--- src/rtl/dzmmu_pkg.sv ---
`default_nettype none
// ============================================================================
// Module   : dzmmu_pkg
// Purpose  : Shared region addresses, DMA state encodings and address decode.
// Revision : 1.0
// ============================================================================
package dzmmu_pkg;

   localparam logic [15:0] c_ADDR_DMA     = 16'hFF46;
   localparam logic [15:0] c_ADDR_BOOT    = 16'hFF50;
   localparam logic [15:0] c_ADDR_HRAM_LO = 16'hFF80;
   localparam logic [15:0] c_ADDR_HRAM_HI = 16'hFFFE;
   localparam logic [15:0] c_ADDR_IE      = 16'hFFFF;

   localparam logic [1:0] c_ST_IDLE = 2'd0;
   localparam logic [1:0] c_ST_RD   = 2'd1;
   localparam logic [1:0] c_ST_WR   = 2'd2;

   typedef enum logic [2:0] {
      REGION_EXT,
      REGION_HRAM,
      REGION_IE,
      REGION_DMA,
      REGION_BOOT
   } region_e;

   // Priority order matters: HRAM first, then IE, DMA, BOOT, else external.
   function automatic region_e decodeRegion(input logic [15:0] addr);
      region_e region;
      if (addr >= c_ADDR_HRAM_LO && addr <= c_ADDR_HRAM_HI)
         region = REGION_HRAM;
      else if (addr == c_ADDR_IE)
         region = REGION_IE;
      else if (addr == c_ADDR_DMA)
         region = REGION_DMA;
      else if (addr == c_ADDR_BOOT)
         region = REGION_BOOT;
      else
         region = REGION_EXT;
      return region;
   endfunction

endpackage
`default_nettype wire

--- src/rtl/dzmmu_dma.sv ---
`default_nettype none
// ============================================================================
// Module   : dzmmu_dma
// Purpose  : OAM DMA engine; alternating read/write cycles over the external port.
// Revision : 1.0
// ============================================================================
module dzmmu_dma
   import dzmmu_pkg::*;
#(
   parameter int          DMA_LEN = 160,
   parameter logic [15:0] DMA_DST = 16'hFE00
) (
   input  logic        iClock,
   input  logic        iReset,
   input  logic        iStart,
   input  logic [7:0]  iSrc,
   input  logic [7:0]  iMemData,
   output logic        oBusy,
   output logic [15:0] oMemAddr,
   output logic [7:0]  oMemData,
   output logic        oMemWe
);

   localparam logic [7:0] c_LAST_IDX = 8'(DMA_LEN - 1);

   logic [1:0] r_state;
   logic [7:0] r_src;
   logic [7:0] r_idx;
   logic [7:0] r_byte;

   // A start request wins over the current state, so a rewrite restarts cleanly.
   always_ff @(posedge iClock) begin
      if (!iReset) begin
         r_state <= c_ST_IDLE;
         r_src   <= 8'h00;
         r_idx   <= 8'h00;
         r_byte  <= 8'h00;
      end else if (iStart) begin
         r_state <= c_ST_RD;
         r_src   <= iSrc;
         r_idx   <= 8'h00;
      end else begin
         case (r_state)
            c_ST_RD: begin
               r_byte  <= iMemData;
               r_state <= c_ST_WR;
            end
            c_ST_WR: begin
               if (r_idx == c_LAST_IDX) begin
                  r_state <= c_ST_IDLE;
               end else begin
                  r_idx   <= r_idx + 8'd1;
                  r_state <= c_ST_RD;
               end
            end
            c_ST_IDLE: r_state <= c_ST_IDLE;
            default:   r_state <= c_ST_IDLE;
         endcase
      end
   end

   // Reset suppresses a pending write within the very cycle it is asserted.
   always_comb begin
      oBusy    = (r_state != c_ST_IDLE);
      oMemData = r_byte;
      oMemWe   = (r_state == c_ST_WR) && iReset;
      if (r_state == c_ST_WR)
         oMemAddr = DMA_DST + {8'h00, r_idx};
      else
         oMemAddr = {r_src, 8'h00} + {8'h00, r_idx};
   end

endmodule
`default_nettype wire

--- src/rtl/dzmmu.sv ---
`default_nettype none
// ============================================================================
// Module   : dzmmu
// Purpose  : Memory-side responder for the dzcpu bus: HRAM, IE, BOOT, OAM DMA.
// Revision : 1.0
// ============================================================================
module dzmmu
   import dzmmu_pkg::*;
#(
   parameter int          DMA_LEN = 160,
   parameter logic [15:0] DMA_DST = 16'hFE00
) (
   input  logic        iClock,
   input  logic        iReset,
   input  logic [15:0] iCpuAddr,
   input  logic [7:0]  iCpuData,
   input  logic        iCpuWe,
   output logic [7:0]  oCpuData,
   output logic [15:0] oMemAddr,
   output logic [7:0]  oMemData,
   output logic        oMemWe,
   input  logic [7:0]  iMemData,
   output logic        oBootRomEn,
   output logic [7:0]  oIntEnable,
   output logic        oDmaBusy
);

   region_e     w_region;
   logic        w_dmaStart;
   logic        w_dmaBusy;
   logic [15:0] w_dmaAddr;
   logic [7:0]  w_dmaData;
   logic        w_dmaWe;

   logic [7:0]  r_hram [0:126];
   logic [7:0]  r_intEnable;
   logic [7:0]  r_dmaReg;
   logic        r_bootRomEn;

   assign w_region   = decodeRegion(iCpuAddr);
   assign w_dmaStart = iCpuWe && (w_region == REGION_DMA);

   // HRAM keeps its contents across reset, so it has no reset branch.
   always_ff @(posedge iClock) begin
      if (iCpuWe && (w_region == REGION_HRAM))
         r_hram[iCpuAddr[6:0]] <= iCpuData;
   end

   always_ff @(posedge iClock) begin
      if (!iReset) begin
         r_intEnable <= 8'h00;
         r_dmaReg    <= 8'h00;
         r_bootRomEn <= 1'b1;
      end else if (iCpuWe) begin
         if (w_region == REGION_IE)
            r_intEnable <= iCpuData;
         if (w_region == REGION_DMA)
            r_dmaReg <= iCpuData;
         if ((w_region == REGION_BOOT) && (iCpuData != 8'h00))
            r_bootRomEn <= 1'b0;
      end
   end

   dzmmu_dma #(
      .DMA_LEN (DMA_LEN),
      .DMA_DST (DMA_DST)
   ) u_dma (
      .iClock   (iClock),
      .iReset   (iReset),
      .iStart   (w_dmaStart),
      .iSrc     (iCpuData),
      .iMemData (iMemData),
      .oBusy    (w_dmaBusy),
      .oMemAddr (w_dmaAddr),
      .oMemData (w_dmaData),
      .oMemWe   (w_dmaWe)
   );

   // The DMA engine owns the external port for the whole transfer.
   always_comb begin
      if (w_dmaBusy) begin
         oMemAddr = w_dmaAddr;
         oMemData = w_dmaData;
         oMemWe   = w_dmaWe;
      end else begin
         oMemAddr = iCpuAddr;
         oMemData = iCpuData;
         oMemWe   = iCpuWe && (w_region == REGION_EXT);
      end
   end

   always_comb begin
      case (w_region)
         REGION_HRAM: oCpuData = r_hram[iCpuAddr[6:0]];
         REGION_IE:   oCpuData = r_intEnable;
         REGION_DMA:  oCpuData = r_dmaReg;
         REGION_BOOT: oCpuData = {7'h7F, ~r_bootRomEn};
         default:     oCpuData = w_dmaBusy ? 8'hFF : iMemData;
      endcase
   end

   assign oBootRomEn = r_bootRomEn;
   assign oIntEnable = r_intEnable;
   assign oDmaBusy   = w_dmaBusy;

endmodule
`default_nettype wire

--- config.mk ---
export PLATFORM = sky130hd
export DESIGN_NAME = dzmmu
export DESIGN_NICKNAME = d
export VERILOG_FILES = /design/src/rtl/dzmmu_pkg.sv /design/src/rtl/dzmmu_dma.sv /design/src/rtl/dzmmu.sv
export SDC_FILE = /design/constraint.sdc
export NUM_CORES = 1
export LEC_CHECK = 0
export ABC_AREA = 1
export ABC_CLOCK_PERIOD_IN_PS = 4740
export CELL_PAD_IN_SITES_DETAIL_PLACEMENT = 1
export CELL_PAD_IN_SITES_GLOBAL_PLACEMENT = 1
export CORE_MARGIN = 2
export CORE_UTILIZATION = 25
export DETAILED_ROUTE_END_ITERATION = 8
export PLACE_DENSITY = 0.43
export RECOVER_POWER = 100
export SLEW_MARGIN = 25
export SYNTH_ARGS = -nofsm -noshare
export SYNTH_HDL_FRONTEND = slang
export SYNTH_SLANG_ARGS = --single-unit
--- constraint.sdc ---
create_clock -name iClock -period 4.74 [get_ports iClock]
set_input_delay 0.711 -clock iClock [delete_from_list [all_inputs] [get_ports iClock]]
set_output_delay 0.711 -clock iClock [all_outputs]
set_load 0.005 [all_outputs]
==> results.toml <==
[outcome]
outcome = "finished, violations left"
violations = "capacitance limit, slew limit"

[worst_setup_path]
path_class = "in2out"
critPathCaptureType = "output pin"
cp_data_arrival_time_ns = 3.85
r2r_cells = 9
start_kind = "primary input"
critPathRequiredTime_ns = 4.03
critical_path_peak_fanout = 19

[clocking]
clockBufferDepth = 3
numCtsBuffers = 135
clock-sinks = 1051
postCtsSetupRepairBufs = 0
clock_latency_ns = 0.77
cts_max_level = 4
clk_pin_slew_ns = 0.06
cts-root-buf = "clkbuf_16"
tritoncts = "yes"

[floorplan]
initial_core_util_pct = 25.2
pin_count = 78
fp.dieW_um = 431
die_area_um2 = 186000
num_rows = 156
coreArea_um2 = 181000
die_y_um = 431

[sta]
setup-tns-final_ns = 0
rsz0062_at_grt = "false"
maxSlewHeadroom_pct = -141
finalCritPeriodShare_pct = 96.1
holdWs_ns = 0.391
final_hold_viol_count = 0
min_period_ns = 4.56
worstMarginPinSlew_ns = 3.62
drv_slew = 923
worst_slack_ns = 0.183
setup_viol = 0
skew_ns = 0.0118
max_freq_ghz = 0.219

[synthesis]
synth.distinct_cells = 37
synth_xor_area_share_pct = 0.0192
yosysTopAreaCellShare_pct = 66.9
ys_ff_latch = 1051
synth_common_cells = "nand2_1, edfxtp_1, inv_1, nand3_1, nor2_1"
yosys.area_share.simple_pct = 23.6
ys_warn_count = 0
ys_async_sr_fraction_pct = 0
syn_area_per_cell_um2 = 9.90
synth.most_common_cell = "nand2_1"
synth-compound-area-share_pct = 1.71
ys_seq_area_share_pct = 68.5
synth_top_family_by_area = "simple AND/OR/NAND/NOR gates"
synth_edf_count = 1016
synthAdderAreaFrac_pct = 0.110
netlist_instances = 4605
syn_nets = 4644
synth.area.mux_share_pct = 0
ys.flop_type = "edfxtp_1"
yosysTopAreaCell = "edfxtp_1"
syn_area_um2 = 45600
synthTopCellsByArea = "edfxtp_1, nand2_1, inv_1"

[route]
routedWlPerCell_um = 21.9
vias_per_cell = 4.35
route.detailed.drc = 0
num_vias = 31900
dr.pass1.iters = 5
drt-total-wl_um = 161000
final_antenna_net_count = 0
drt_first_iter_violations = 1807

[placement]
place_area_um2 = 50800
hpwl_um = 101000
port-buffer-count = 77
dp_slack_ns = 0.0239
place.gp.congestion = 0.773

[global_route]
antenna_found_initial = 3
grt_pass1_vias = 33500
grt_start_max_net_pins = 109
grt_pass1_wl_um = 238000
track_usage_pct = 17.4
grt_remaining_overflow = 0

[job]
cap_violations = 19

[final_layout]
final_area_um2 = 54100
areaGrowthSynthToFinish_pct = 18.8
layout.nets = 4890
drive_gt1_share_pct = 6.51

[power]
p_leak_uw = 0.0217
power.density_nw_per_um2 = 391
ir_drop_mv = 0.379

[worst_hold_path]
hold_class = "in2reg"
whs_path_depth = 1
[critical path, cell delays in order]
cell and delay [ns]:
clkdlybuf4s50_1 0.72, buf_4 0.36, nor2_2 0.11, buf_12 0.17
nand2_1 0.07, nand2_1 0.08, o21ai_0 0.51, nand2_1 0.13
o21ai_1 0.24, buf_4 0.16, a21oi_1 0.10, clkdlybuf4s50_1 0.47
[layer usage]
metal,vias up,track usage [%],routed length [um]
met3,173,2.15,4050
met1,16000,23.5,75700
met4,0,3.93,2860
li1,15400,-,-
met2,364,29.8,78100
met5,-,0,0
[logic make-up (layout without fill, tap and decap cells)]
group           Yosys count  in the layout
compound gates          149            149
xor+xnor                  1              1
fa+ha+maj                 4              4
buf+inv                 693           1034
flops                  1051           1051
other cells               0              7
simple gates           2707           2707
[through the flow]
step | std cells | power, uW | util (%)
2_1_floorplan | 4605 | 11000 | -
3_3_place_gp | 7084 | 11800 | 28.1
3_5_place_dp | 7084 | 11800 | 28.1
4_1_cts | 7316 | 21500 | 30.3
5_1_grt | 7316 | 22000 | 29.9
6_report | 7323 | 21100 | 29.9
[cell type report]
cell class,instances,area (um2)
fill,20300,127000
sequential,1051,31200
multi-input combinational,2861,11600
clock buffer,187,3660
tap,2370,2970
timing repair buffer,328,2510
inverter,474,1800
clock inverter,45,362
antenna,7,17.5
[report_power, final]
part | switching, uW | total (uW) | internal, uW
Combinational | 1020 | 1360 | 342
Sequential | 0.0311 | 10200 | 10200
Clock | 4000 | 9580 | 5580
Total | 5020 | 21100 | 16100
[placed cells by master, fill, tap and decap left out, drive strengths merged]
master,synthesis,layout
inv,469,475
or2,16,16
buf,138,96
a22oi,1,1
ha,4,4
dfxtp,35,35
nor3b,1,1
edfxtp,1016,1016
o21bai,1,1
clkbuf,81,354
bufinv,0,4
clkdlybuf4s50,0,31
a21oi,52,52
nor2,235,235
nor4,2,2
clkinv,5,39
o211ai,1,1
dlygate4sd3,0,34
a22o,1,1
xor2,1,1
clkinvlp,0,1
nand2,2112,2112
nand3,299,299
nand4,29,29
o31ai,1,1
nor3,13,13
o21ai,85,85
diode,0,7
a211oi,7,7
[sequential cells by signal (all words and copies together) (netlist names)]
register and count:
u_dma.r_idx 8, oBootRomEn 1, r_hram 1016, u_dma.oMemData 8, r_dmaReg 8, oIntEnable 8
u_dma.r_state 2
[final timing paths]
kind,startpoint,end,slack [ns]
setup / recovery,iCpuAddr[4],oCpuData[3],0.18
hold reg to reg,u_dma.r_idx[7],u_dma.r_idx[7],0.47
hold / removal,iCpuData[3],r_hram[61][3],0.39
setup reg to reg,u_dma.r_state[0],u_dma.r_idx[7],3.06
[repair_timing]
item | CTS | global route
gates resized for setup | 1 | 1
hold buffers | 0 | 0
endpoints found under the setup margin | 1 | 1
pin swaps | 0 | 0
No activity file was read; power rests on OpenSTA's default activity.
